[config.mk]
export PLATFORM = sky130hd
export DESIGN_NAME = loc_sequencer_flat
export DESIGN_NICKNAME = d
export VERILOG_FILES = /design/src/rtl/loc_sequencer_if.sv /design/src/rtl/loc_sequencer.sv /design/src/flat_wrapper.sv
export SDC_FILE = /design/constraint.sdc
export NUM_CORES = 1
export LEC_CHECK = 0
export ABC_AREA = 1
export BUFFER_PORTS_ARGS = -buffer_cell sky130_fd_sc_hd__buf_2
export CAP_MARGIN = 20
export CORE_MARGIN = 1
export CORE_UTILIZATION = 49
export DETAILED_ROUTE_END_ITERATION = 16
export HOLD_SLACK_MARGIN = 0.02
export PLACE_DENSITY = 0.73
export SYNTH_ARGS = -nofsm -noshare
export SYNTH_HDL_FRONTEND = slang
export SYNTH_SLANG_ARGS = --single-unit
[constraint.sdc]
create_clock -name clk -period 1.97 [get_ports clk]
set_input_delay 0.394 -clock clk [delete_from_list [all_inputs] [get_ports clk]]
set_output_delay 0.394 -clock clk [all_outputs]
set_load 0.02 [all_outputs]
[src/rtl/loc_sequencer_if.sv]
// Control/status bundle between HPS registers, pipeline done
// pulses and the per-frame localizer sequencer.
interface loc_sequencer_if #(
  parameter int FRAME_W = 16
) ();
  logic               start;
  logic               cont_en;
  logic               clr_err;
  logic               fifo_full;
  logic               fftdone;
  logic               detectdone;
  logic               wbdone;
  logic [7:0]         doa_x_in;
  logic [7:0]         doa_y_in;
  logic               cap_go;
  logic               busy;
  logic [2:0]         state_o;
  logic               err_timeout;
  logic [2:0]         err_stage;
  logic [7:0]         doa_x;
  logic [7:0]         doa_y;
  logic               result_valid;
  logic [FRAME_W-1:0] frame_cnt;

  modport master (
    output start, cont_en, clr_err,
    output fifo_full, fftdone,
    output detectdone, wbdone,
    output doa_x_in, doa_y_in,
    input  cap_go, busy, state_o,
    input  err_timeout, err_stage,
    input  doa_x, doa_y,
    input  result_valid, frame_cnt
  );

  modport slave (
    input  start, cont_en, clr_err,
    input  fifo_full, fftdone,
    input  detectdone, wbdone,
    input  doa_x_in, doa_y_in,
    output cap_go, busy, state_o,
    output err_timeout, err_stage,
    output doa_x, doa_y,
    output result_valid, frame_cnt
  );
endinterface

[src/rtl/loc_sequencer.sv]
// Frame sequencer: capture -> FFT -> detect -> weight, with
// stretched cap_go, per-stage timeout and latched DOA results.
module loc_sequencer #(
  parameter int STRETCH     = 16,
  parameter int TIMEOUT_CYC = 4000000,
  parameter int HOLDOFF_CYC = 1000,
  parameter int FRAME_W     = 16
) (
  input  logic           clk,
  input  logic           rst_n,
  loc_sequencer_if.slave bus
);
  localparam int M1 =
    (TIMEOUT_CYC > HOLDOFF_CYC) ? TIMEOUT_CYC : HOLDOFF_CYC;
  localparam int MX = (M1 > STRETCH) ? M1 : STRETCH;
  localparam int CW = $clog2(MX + 1);

  localparam logic [CW-1:0] L_STR = CW'(STRETCH);
  localparam logic [CW-1:0] L_TMO = CW'(TIMEOUT_CYC - 1);
  localparam logic [CW-1:0] L_HLD = CW'(HOLDOFF_CYC - 1);

  typedef enum logic [2:0] {
    S_IDLE    = 3'd0,
    S_CAPTURE = 3'd1,
    S_FFT     = 3'd2,
    S_DETECT  = 3'd3,
    S_WEIGHT  = 3'd4,
    S_DONE    = 3'd5,
    S_HOLDOFF = 3'd6,
    S_ERR     = 3'd7
  } state_t;

  state_t             r_state;
  state_t             w_state_nx;
  logic [CW-1:0]      r_cnt;
  logic [CW-1:0]      w_cnt_nx;
  logic               w_tmo;
  logic               w_counted;
  logic               r_cap_go;
  logic               r_busy;
  logic               r_err;
  logic [2:0]         r_err_stage;
  logic [7:0]         r_doa_x;
  logic [7:0]         r_doa_y;
  logic               r_rv;
  logic [FRAME_W-1:0] r_frame;

  assign w_tmo = (r_cnt == L_TMO);
  assign w_counted = r_state inside
    {S_CAPTURE, S_FFT, S_DETECT, S_WEIGHT, S_HOLDOFF};

  // Exit conditions are tested before expiry so a late pulse wins
  always_comb begin
    w_state_nx = r_state;
    unique case (r_state)
      S_IDLE: begin
        if (bus.start || bus.cont_en) w_state_nx = S_CAPTURE;
      end
      S_CAPTURE: begin
        if (r_cnt >= L_STR && bus.fifo_full)
          w_state_nx = S_FFT;
        else if (w_tmo)
          w_state_nx = S_ERR;
      end
      S_FFT: begin
        if (bus.fftdone)  w_state_nx = S_DETECT;
        else if (w_tmo)   w_state_nx = S_ERR;
      end
      S_DETECT: begin
        if (bus.detectdone) w_state_nx = S_WEIGHT;
        else if (w_tmo)     w_state_nx = S_ERR;
      end
      S_WEIGHT: begin
        if (bus.wbdone) w_state_nx = S_DONE;
        else if (w_tmo) w_state_nx = S_ERR;
      end
      S_DONE: begin
        w_state_nx = bus.cont_en ? S_HOLDOFF : S_IDLE;
      end
      S_HOLDOFF: begin
        if (!bus.cont_en)        w_state_nx = S_IDLE;
        else if (r_cnt == L_HLD) w_state_nx = S_CAPTURE;
      end
      S_ERR: begin
        if (bus.clr_err) w_state_nx = S_IDLE;
      end
      default: w_state_nx = S_IDLE;
    endcase
  end

  always_comb begin
    w_cnt_nx = '0;
    if (w_counted && w_state_nx == r_state)
      w_cnt_nx = r_cnt + CW'(1);
  end

  always_ff @(posedge clk) begin
    if (!rst_n) begin
      r_state     <= S_IDLE;
      r_cnt       <= '0;
      r_cap_go    <= 1'b0;
      r_busy      <= 1'b0;
      r_err       <= 1'b0;
      r_err_stage <= 3'd0;
      r_doa_x     <= 8'd0;
      r_doa_y     <= 8'd0;
      r_rv        <= 1'b0;
      r_frame     <= '0;
    end else begin
      r_state  <= w_state_nx;
      r_cnt    <= w_cnt_nx;
      r_cap_go <= (w_state_nx == S_CAPTURE) && (w_cnt_nx < L_STR);
      r_busy   <= (w_state_nx != S_IDLE) && (w_state_nx != S_ERR);
      r_rv     <= (w_state_nx == S_DONE);
      if (w_state_nx == S_DONE) begin
        r_doa_x <= bus.doa_x_in;
        r_doa_y <= bus.doa_y_in;
        r_frame <= r_frame + FRAME_W'(1);
      end
      if (r_state != S_ERR && w_state_nx == S_ERR) begin
        r_err       <= 1'b1;
        r_err_stage <= r_state;
      end else if (r_state == S_ERR && w_state_nx == S_IDLE) begin
        r_err       <= 1'b0;
        r_err_stage <= 3'd0;
      end
    end
  end

  assign bus.cap_go       = r_cap_go;
  assign bus.busy         = r_busy;
  assign bus.state_o      = r_state;
  assign bus.err_timeout  = r_err;
  assign bus.err_stage    = r_err_stage;
  assign bus.doa_x        = r_doa_x;
  assign bus.doa_y        = r_doa_y;
  assign bus.result_valid = r_rv;
  assign bus.frame_cnt    = r_frame;
endmodule

[src/flat_wrapper.sv]
// flat-port wrapper written by rule: the top's interface ports become plain ports
module loc_sequencer_flat 
#(
  parameter int STRETCH     = 16,
  parameter int TIMEOUT_CYC = 4000000,
  parameter int HOLDOFF_CYC = 1000,
  parameter int FRAME_W     = 16
)
  (clk, rst_n, bus_start, bus_cont_en, bus_clr_err, bus_fifo_full, bus_fftdone, bus_detectdone, bus_wbdone, bus_doa_x_in, bus_doa_y_in, bus_cap_go, bus_busy, bus_state_o, bus_err_timeout, bus_err_stage, bus_doa_x, bus_doa_y, bus_result_valid, bus_frame_cnt);
  loc_sequencer_if #(.FRAME_W(FRAME_W)) bus_i ();
  input  logic clk;
  input  logic rst_n;
  input wire logic [$bits(bus_i.start)-1:0] bus_start;
  input wire logic [$bits(bus_i.cont_en)-1:0] bus_cont_en;
  input wire logic [$bits(bus_i.clr_err)-1:0] bus_clr_err;
  input wire logic [$bits(bus_i.fifo_full)-1:0] bus_fifo_full;
  input wire logic [$bits(bus_i.fftdone)-1:0] bus_fftdone;
  input wire logic [$bits(bus_i.detectdone)-1:0] bus_detectdone;
  input wire logic [$bits(bus_i.wbdone)-1:0] bus_wbdone;
  input wire logic [$bits(bus_i.doa_x_in)-1:0] bus_doa_x_in;
  input wire logic [$bits(bus_i.doa_y_in)-1:0] bus_doa_y_in;
  output wire logic [$bits(bus_i.cap_go)-1:0] bus_cap_go;
  output wire logic [$bits(bus_i.busy)-1:0] bus_busy;
  output wire logic [$bits(bus_i.state_o)-1:0] bus_state_o;
  output wire logic [$bits(bus_i.err_timeout)-1:0] bus_err_timeout;
  output wire logic [$bits(bus_i.err_stage)-1:0] bus_err_stage;
  output wire logic [$bits(bus_i.doa_x)-1:0] bus_doa_x;
  output wire logic [$bits(bus_i.doa_y)-1:0] bus_doa_y;
  output wire logic [$bits(bus_i.result_valid)-1:0] bus_result_valid;
  output wire logic [$bits(bus_i.frame_cnt)-1:0] bus_frame_cnt;
  assign bus_i.start = bus_start;
  assign bus_i.cont_en = bus_cont_en;
  assign bus_i.clr_err = bus_clr_err;
  assign bus_i.fifo_full = bus_fifo_full;
  assign bus_i.fftdone = bus_fftdone;
  assign bus_i.detectdone = bus_detectdone;
  assign bus_i.wbdone = bus_wbdone;
  assign bus_i.doa_x_in = bus_doa_x_in;
  assign bus_i.doa_y_in = bus_doa_y_in;
  assign bus_cap_go = bus_i.cap_go;
  assign bus_busy = bus_i.busy;
  assign bus_state_o = bus_i.state_o;
  assign bus_err_timeout = bus_i.err_timeout;
  assign bus_err_stage = bus_i.err_stage;
  assign bus_doa_x = bus_i.doa_x;
  assign bus_doa_y = bus_i.doa_y;
  assign bus_result_valid = bus_i.result_valid;
  assign bus_frame_cnt = bus_i.frame_cnt;
  loc_sequencer #(.STRETCH(STRETCH), .TIMEOUT_CYC(TIMEOUT_CYC), .HOLDOFF_CYC(HOLDOFF_CYC), .FRAME_W(FRAME_W)) u_core (.clk(clk), .rst_n(rst_n), .bus(bus_i));
endmodule
==> metrics.cfg <==
[run_status]
status = complete, but fails checks
violations = setup timing

[floorplanning]
die_h_um = 82.3
ios = 67
dieArea_um2 = 6770
design.core.area_um2 = 6060
start_util_pct = 52.1
die_width_um = 82.3
row_count = 28

[placed_design]
pre_cts_ws_ns = -0.107
gp_congestion = 0.902
io_buffer_count = 66
hpwl_mm = 5.94

[clock_network]
clock_path_buffers = 2
cts.clk_slew.worst_paths_ns = 0.07
cts_tree = yes
root_buffer = clkbuf_8
clock_latency_ns = 0.35
htree_levels = 3
cts.sinks = 64
cts_buffers = 9
cts-hold-fix-buffers = 0

[worst_setup_path]
worstRegToRegCells = 12
critPathMaxFanout = 4
cp_cell_sequence = buf_4, nand2_1, nor2_4, nand3_1, nor2_1, nand2_2, nor2_2, xor2_1, inv_1, nor2_2, nand4_1, a21oi_1
worstSetupEndpointType = flop
cp-endpoint = u_core.bus.cap_go$_SDFF_PN0_
cp_slowest_cell = dfxtp_2
startpoint = u_core.r_cnt[1]$_SDFF_PN0_
critical_path_depth = 12
crit_required_ns = 2.24
worst_setup_path_start_kind = flop
arrival_ns = 2.40
ff2ff_setup_slack_ns = -0.16
rr_endpoint = u_core.bus.cap_go$_SDFF_PN0_
cp_common_cell = nor2_2
crit_buf_inv = 2
critPathTopFamily = simple AND/OR/NAND/NOR gates
rr_startpoint = u_core.r_cnt[1]$_SDFF_PN0_
worst_path_largest_cell_delay_ns = 0.36
worstSetupPathType = flop to flop

[drt]
totalWireLength_mm = 9.57
routed_via_density = 5.37
vias = 3581
dr.pass1.iters = 5
wire_per_inst_um = 14.3
drt_iter0_markers = 250
drcViolationCount = 0
ant_nets = 0

[sta]
slew_viol_final = 0
period_share_pct = 108
fmax_mhz = 468
setup_viol = 23
clock_skew_ns = 0.00928
finalCriticalPeriod_ns = 2.13
rsz0062_at_grt = yes
setup_slack_ns = -0.165
setup_tns_ns = -1.43
hold_violations = 0
relSlewSlack_pct = 75.1
tightest_slew_ns = 0.370

[global_route]
track_usage_pct = 25.7
first_global_vias = 3114
antenna_found_initial = 0
grt_pass1_wl_mm = 13.2
grt_max_degree = 23
grt_overflow = 0

[yosys]
synth_seq_cells = 64
synth_cells = 455
yosysWarnings = 0
syn-mean-instance-area_um2 = 6.94
ys_types = 40
seq_area_frac_synth_pct = 40.6
syn_nets = 483
synth_area_um2 = 3160

[power_and_ir_drop]
combinationalPowerShare_pct = 7.6
seqPwrFrac_pct = 49.3
power.density_nw_per_um2 = 574
p_sw_share_pct = 23.5
internal-power_uw = 2030
vdd_drop_max_v = 0.000454
switchingPower_uw = 624
clock_power_share_pct = 43.2
p_leak_uw = 0.00212

[cells_and_area]
drive_gt1_share_pct = 42.9
fin_nets = 617
diodes = 0
area_growth_pct = 46.2
final_util_pct = 76.2
final.fill_count = 448

[min_path]
min_path_type = input port to flop

[run]
drv_cap = 0

[state kept, by name (all words and copies together) (netlist names)]
signal / cells
u_core.bus.err_timeout: 1
u_core.bus.frame_cnt: 16
u_core.bus.state_o: 3
u_core.bus.cap_go: 1
u_core.bus.busy: 1
u_core.r_cnt: 22
u_core.bus.doa_y: 8
u_core.bus.doa_x: 8
u_core.bus.err_stage: 3
u_core.bus.result_valid: 1
[how the worst min path moves through the flow]
| stage | from | end | slack [ns] | cells past startpoint |
|---|---|---|---|---|
| detailed placement | u_core.bus.doa_x[6]$_SDFFE_PN0P_ | u_core.bus.doa_x[6]$_SDFFE_PN0P_ | 0.46 | 2 |
| CTS | bus_doa_x_in[6] | u_core.bus.doa_x[6]$_SDFFE_PN0P_ | 0.28 | 3 |
| global route | bus_doa_x_in[1] | u_core.bus.doa_x[1]$_SDFFE_PN0P_ | 0.30 | 3 |
| floorplan | u_core.r_cnt[0]$_SDFF_PN0_ | u_core.r_cnt[0]$_SDFF_PN0_ | 0.43 | 1 |
| global placement | u_core.bus.doa_x[1]$_SDFFE_PN0P_ | u_core.bus.doa_x[1]$_SDFFE_PN0P_ | 0.45 | 2 |
| finish | bus_doa_x_in[3] | u_core.bus.doa_x[3]$_SDFFE_PN0P_ | 0.29 | 3 |
[per-stage QoR]
stage / std cells / area (µm²) / hold WS [ns] / total power, µW
after floorplan: 455 / 3160 / 0.430 / 1410
after CTS: 657 / 4230 / 0.282 / 2610
after global placement: 642 / 3960 / 0.450 / 1490
after detailed placement: 642 / 3960 / 0.457 / 1490
final: 667 / 4620 / 0.289 / 2650
after global routing: 667 / 4620 / 0.298 / 2740
[worst register-to-register path, cell delays in order (launching register included)]
cell     delay (ns)
dfxtp_2        0.36
buf_4          0.12
nand2_1        0.08
nor2_4         0.15
nand3_1        0.13
nor2_1         0.16
nand2_2        0.11
nor2_2         0.13
xor2_1         0.26
inv_1          0.10
nor2_2         0.13
nand4_1        0.14
a21oi_1        0.19
[power by group through the flow]
stage	combinational, µW	sequential, µW	clock, µW
CTS	155	1310	1150
global route	216	1310	1210
detailed placement	150	1340	0
finish	200	1310	1140
floorplan	71.0	1340	0
global placement	148	1340	0
[placed cells by master (no fill, tap or decap), types with 3 or more instances in the layout]
cell type,instances
nand2_1,94
buf_2,66
buf_4,65
dfxtp_1,50
inv_1,45
a21oi_1,35
nor2_2,28
nand3_1,27
nor2_1,26
nand2_2,17
nor2_4,14
clkbuf_8,11
dfxtp_2,11
nor3_1,10
o21ai_0,10
nand4_1,10
xor2_1,9
nand3_2,6
inv_2,4
nor3_4,4
nand2_4,4
and3_1,3
o21a_1,3
xnor2_1,3
dfxtp_4,3
[Yosys cell counts, drive strengths merged]
master   instances  area share, %
o21a             3           0.71
buf              6            1.5
nand4           11            2.4
a211oi           1           0.24
nand3b           1           0.24
nand2          115             14
a221oi           1           0.28
or2              2           0.40
xnor2            3           0.83
and3             3           0.59
a31oi            1           0.20
o21bai           2           0.48
dfxtp           64             41
inv             49            5.8
clkinv           2           0.28
clkbuf           7           0.83
nand3           33            5.5
xor2            10            2.8
nor4             2           0.40
o2111ai          1           0.28
and2             1           0.20
nor2            68            8.9
o21ai           13            2.2
nor3            16            3.2
ha               3            1.2
a21oi           37            5.9
[metal layers]
metal	GRT usage [%]	vias up	wire length (µm)	part of all wire [%]
met5	0	-	0	0
met4	11.8	0	323	3.4
met3	5.93	34	689	7.2
met2	42.6	149	4640	48
met1	31.5	1670	3920	41
li1	-	1728	-	-
[logic make-up (layout without fill, tap and decap cells)]
family | Yosys count | count (layout) | share of synthesized area, %
AND/OR/NAND/NOR | 252 | 252 | 36.0
adder cells (fa/ha/maj) | 3 | 3 | 1.19
XOR/XNOR | 13 | 13 | 3.61
AO/OA/AOI/OAI | 59 | 59 | 10.2
buffers and inverters | 64 | 201 | 8.44
flip-flops | 64 | 64 | 40.6
[layout make-up]
| type | instances | area [µm²] | area share, % |
|---|---|---|---|
| multi-input combinational | 327 | 1920 | 41.5 |
| clock buffer | 11 | 151 | 3.28 |
| tap | 75 | 93.8 | 2.03 |
| inverter | 51 | 195 | 4.23 |
| clock inverter | 3 | 42.5 | 0.921 |
| timing repair buffer | 136 | 911 | 19.7 |
| sequential | 64 | 1310 | 28.3 |
[what timing repair did]
action,CTS,global route
endpoints found under the setup margin,29,33
gates resized for setup,19,88
cloned,0,3
buffers inserted,1,7
pin swaps,3,30
(Power assumes the default switching activity.)
